`config.mk`:
```
export PLATFORM = sky130hd
export DESIGN_NAME = add_round_key_stream
export DESIGN_NICKNAME = d
export VERILOG_FILES = /design/src/rtl/add_round_key_stream.sv
export SDC_FILE = /design/constraint.sdc
export NUM_CORES = 2
export LEC_CHECK = 0
export CAP_MARGIN = 20
export CELL_PAD_IN_SITES_DETAIL_PLACEMENT = 1
export CELL_PAD_IN_SITES_GLOBAL_PLACEMENT = 1
export CORE_ASPECT_RATIO = 1.75
export CORE_UTILIZATION = 47
export CTS_BUF_LIST = sky130_fd_sc_hd__clkbuf_4
export DETAILED_ROUTE_END_ITERATION = 6
export PLACE_DENSITY = 0.76
export SLEW_MARGIN = 40
export SYNTH_ARGS = -nofsm -noshare
export SYNTH_HDL_FRONTEND = slang
export SYNTH_SLANG_ARGS = --single-unit
```
`constraint.sdc`:
```
create_clock -name clk -period 1.97 [get_ports clk]
set_input_delay 0.2955 -clock clk [delete_from_list [all_inputs] [get_ports clk]]
set_output_delay 0.2955 -clock clk [all_outputs]
set_load 0.01 [all_outputs]
```
`src/rtl/add_round_key_stream.sv`:
```
// Streaming AES AddRoundKey stage: a bank of round keys XORed onto state beats by
// per-block round index, with a registered output and a one-entry skid buffer.
module ark_lane (
  input  logic [7:0] state,
  input  logic [7:0] key,
  output logic [7:0] res
);
  assign res = state ^ key;
endmodule

module add_round_key_stream #(
  parameter  int DATA_W   = 128,
  parameter  int NUM_KEYS = 11,
  localparam int RW       = $clog2(NUM_KEYS)
) (
  input  logic              clk,
  input  logic              rst,
  input  logic              clr,
  input  logic              key_we,
  input  logic [RW-1:0]     key_waddr,
  input  logic [DATA_W-1:0] key_wdata,
  input  logic              in_valid,
  output logic              in_ready,
  input  logic [DATA_W-1:0] in_data,
  input  logic              in_last,
  output logic              out_valid,
  input  logic              out_ready,
  output logic [DATA_W-1:0] out_data,
  output logic [RW-1:0]     out_round,
  output logic              out_last,
  output logic              err_overrun
);
  localparam int          NUM_LANES = DATA_W / 8;
  localparam logic [RW:0] KEY_LIM   = (RW+1)'(NUM_KEYS);
  localparam logic [RW-1:0] LAST_RND = RW'(NUM_KEYS - 1);

  logic [DATA_W-1:0] bank [NUM_KEYS];
  logic [RW-1:0]     cnt;
  logic [NUM_LANES-1:0][7:0] key_sel, state_in, xor_res;

  logic              skid_valid;
  logic [DATA_W-1:0] skid_data;
  logic [RW-1:0]     skid_round;
  logic              skid_last;

  logic acc, out_free;

  assign in_ready = ~skid_valid;
  assign acc      = in_valid & in_ready;
  assign out_free = ~out_valid | out_ready;
  assign key_sel  = bank[cnt];
  assign state_in = in_data;

  for (genvar g = 0; g < NUM_LANES; g++) begin : g_lane
    ark_lane u_lane (.state(state_in[g]), .key(key_sel[g]), .res(xor_res[g]));
  end

  // Bank reads use the pre-edge value, so a same-cycle write affects only later beats.
  always_ff @(posedge clk or negedge rst) begin
    if (!rst) begin
      for (int i = 0; i < NUM_KEYS; i++) bank[i] <= '0;
    end else if (key_we && ({1'b0, key_waddr} < KEY_LIM)) begin
      bank[key_waddr] <= key_wdata;
    end
  end

  always_ff @(posedge clk or negedge rst) begin
    if (!rst) begin
      cnt         <= '0;
      err_overrun <= 1'b0;
    end else if (clr) begin
      cnt         <= '0;
      err_overrun <= 1'b0;
    end else if (acc) begin
      if (in_last) begin
        cnt <= '0;
      end else if (cnt == LAST_RND) begin
        cnt         <= '0;
        err_overrun <= 1'b1;
      end else begin
        cnt <= cnt + 1'b1;
      end
    end
  end

  // Output register refills from skid first; a new beat parks in skid only while the output stalls.
  always_ff @(posedge clk or negedge rst) begin
    if (!rst) begin
      out_valid  <= 1'b0;
      out_data   <= '0;
      out_round  <= '0;
      out_last   <= 1'b0;
      skid_valid <= 1'b0;
      skid_data  <= '0;
      skid_round <= '0;
      skid_last  <= 1'b0;
    end else if (out_free) begin
      if (skid_valid) begin
        out_valid  <= 1'b1;
        out_data   <= skid_data;
        out_round  <= skid_round;
        out_last   <= skid_last;
        skid_valid <= 1'b0;
      end else if (acc) begin
        out_valid <= 1'b1;
        out_data  <= xor_res;
        out_round <= cnt;
        out_last  <= in_last;
      end else begin
        out_valid <= 1'b0;
      end
    end else if (acc) begin
      skid_valid <= 1'b1;
      skid_data  <= xor_res;
      skid_round <= cnt;
      skid_last  <= in_last;
    end
  end
endmodule

```
==> results.yml <==
run_status:
  run_status: "finished, violations left"
  violations: "setup timing"
sta:
  fin_crit_ns: 2.50
  setup_violations: 396
  finalCritPeriodShare_pct: 127
  hold_violations: 0
  max-slew-margin-rel_pct: 57.1
  tightest_slew_ns: 0.642
  fin_setup_tns_ns: -105.13
  postLayoutSetupSlackWorst_ns: -0.528
  finClkSkew_ns: 0.0856
  rsz0062_at_grt: "yes"
  fmax_mhz: 400
  drv_slew: 0
worst_setup_path:
  worst_path_max_delay_cell: "mux4_2"
  worstPathArrival_ns: 3.55
  cp-startpoint: "cnt[0]"
  cp-start-kind: "flip-flop"
  cp_common_cell: "buf_12"
  r2r_start: "cnt[0]"
  r2r_slack_ns: -0.53
  reg2reg_to: "skid_data[55]"
  crit_chain: "buf_12 -> buf_16 -> buf_12 -> mux4_2 -> nand2b_4 -> a22oi_2 -> xor2_1 -> o21ai_1"
  ff2ff_path_depth: 8
  required_ns: 3.02
  critPathMaxStageDelay_ns: 0.50
  cp_max_fo: 14
  end_kind: "flip-flop"
  crit_type: "reg -> reg"
worst_hold_path:
  hold_class: "in -> reg"
  hold_start: "key_wdata[20]"
  hold_depth: 2
  holdPathEnd: "bank[276]"
finish:
  mostFrequentLayoutCells: "dfrtp_1 (1664), mux2_2 (1412), clkbuf_4 (571), mux2i_1 (388), buf_4 (346)"
  num-nets-final: 7149
  stdcell_area_um2: 98800
  final_common_cell: "dfrtp_1"
  drive_gt1_share_pct: 45.4
  area_growth_pct: 24.7
routing:
  first_pass_iters: 7
  drt_first_iter_violations: 3377
  wire_per_inst_um: 28.4
  vias: 56200
  postRouteAntennaNets: 0
  via_per_inst: 5.99
  drt-total-wl_mm: 266
  drc_errors: 0
clock_tree:
  cts_tree: "built"
  cts.sinks: 1681
  cts_buffers: 405
  clk_latency_ns: 1.25
  clk_pin_slew_worst_paths_ns: 0.08
  htreeDepth: 5
  cts_buffer_depth: 4
  cts-root-buf: "clkbuf_4"
floorplanning:
  io_pins: 403
  rows: 199
  start_util_pct: 47.3
  chipHeight_um: 545
  fp.dieW_um: 312
  die_area_um2: 170000
  core_area_um2: 168000
power_and_ir_drop:
  power_mw: 102
  switchingPower_mw: 31.4
  power_frac_comb_pct: 25.5
  seqPwrFrac_pct: 46.8
  pwr_density_cell_nw_per_um2: 1040
  p_int_mw: 71.0
  clkPwrFrac_pct: 27.7
  switching_share_pct: 30.7
  leakagePower_nw: 42.4
  ir_worst_vdd_uv: 743
synth:
  yosysWarnings: 0
  synth_cell_types: 37
  syn_area_um2: 79200
  synthTopCellsByArea: "dfrtp_1 (53%), mux2_2 (20%), mux2i_1 (4.9%)"
  avgSynthCellArea_um2: 13.7
  synth_top_area_cell: "dfrtp_1"
  netlist.area_leader.share_pct: 53.1
  netlist_instances: 5795
  ys_seq_elements: 1681
  synth.net_count: 6064
  yosysSeqAreaShare_pct: 53.1
global_route:
  antenna_found_initial: 38
  grt_pass1_wl_mm: 402
  overflow: 0
  grt_start_max_net_pins: 107
  grt_usage_pct: 31.0
  grt_pass1_vias: 63700
placement:
  port_buffers: 402
  dp_hpwl_mm: 171
  place_area_um2: 89800
  routabilityCongestion: 0.839
job:
  cap_violations: 0
## power groups by stage
stage / combinational (mW) / sequential, mW / clock, mW
4_1_cts: 25.3 / 47.7 / 28.9
6_report: 26.1 / 47.9 / 28.4
3_3_place_gp: 23.3 / 47.5 / 0
3_5_place_dp: 24.5 / 48.3 / 0
2_1_floorplan: 15.5 / 46.7 / 0
5_1_grt: 28.0 / 48.8 / 30.6
## area by class of cell
type                       count  area (um2)
antenna                       30        75.1
clock buffer                 571        4290
clock inverter                93         515
fill                       16100       68800
inverter                       3        16.3
multi-input combinational   3527       35200
sequential                  1681       42100
tap                         2211        2770
timing repair buffer        1262       13800
## state kept, by name, summed over array words and instances (netlist names)
name         flops
skid_last        1
out_data       128
err_overrun      1
out_last         1
out_valid        1
skid_valid       1
cnt              4
skid_data      128
skid_round       4
bank          1408
out_round        4
## through the flow
stage	util (%)	instances	hold slack (ns)	setup slack (ns)
after global routing	58.9	9364	0.0352	-0.580
after detailed placement	53.6	8336	0.175	-0.504
after global placement	53.6	8336	0.176	-0.454
after CTS	58.3	9317	0.000311	-0.487
final	58.9	9378	0.0817	-0.528
after floorplan	-	5795	-0.0000911	-0.0409
## cells in the mapped netlist
master / count
nand3b_1: 5
o21ai_0: 84
or3_1: 2
nor3b_1: 1
a211o_1: 1
mux4_2: 128
ha_1: 2
a22oi_2: 120
a41oi_1: 1
nor2b_1: 4
buf_12: 10
a22oi_1: 8
o2bb2ai_1: 128
nand4_1: 128
o31ai_1: 1
nand3_1: 130
inv_1: 3
a221oi_1: 6
nand2_1: 140
o21a_1: 1
buf_2: 54
a21oi_1: 129
a221oi_2: 122
dfrtp_1: 1681
nor2_1: 13
mux2i_1: 389
nand2b_1: 131
buf_4: 34
o21ai_1: 55
xor2_1: 128
buf_6: 15
mux2_2: 1412
or4_1: 128
nor3_1: 2
and3_1: 128
clkbuf_1: 442
buf_1: 29
## worst max-delay path, delay by kind of cell, from the launching register on
kind | cells | cell delay (ns)
buffers and inverters | 3 | 0.51
multiplexers | 1 | 0.50
flip-flops | 1 | 0.47
AO/OA/AOI/OAI | 2 | 0.44
XOR/XNOR | 1 | 0.23
AND/OR/NAND/NOR | 1 | 0.15
## logic make-up (layout without fill, tap and decap cells)
family,count (synthesis),after routing,share of synthesized area [%]
simple gates,812,812,5.93
buf+inv,587,1929,3.38
xor+xnor,128,128,1.42
fa+ha+maj,2,2,0.0316
mux,1929,1929,28.6
other cells,0,30,0
flops,1681,1681,53.1
compound gates,656,656,7.50
## worst max path at each step
stage,to,slack [ns]
final,skid_data[55],-0.53
after global routing,skid_data[55],-0.58
after CTS,skid_data[3],-0.49
after detailed placement,skid_data[24],-0.50
after global placement,skid_data[43],-0.45
after floorplan,skid_data[104],-0.04
## layer usage
layer,track usage [%],vias up,share of wire (%)
met5,0,-,0.091
li1,-,23800,-
met2,54.3,1813,51
met3,6.20,668,5.6
met1,36.6,29800,38
met4,13.7,38,4.4
## timing repair
action,4_1_cts,5_1_grt
resized for setup,710,135
pin swaps,27,49
gates cloned,3,7
hold buffers,248,0
setup buffers,67,24
setup endpoints to repair,396,396
endpoints found under the hold margin,3102,0
No activity file was read; power rests on OpenSTA's default activity.
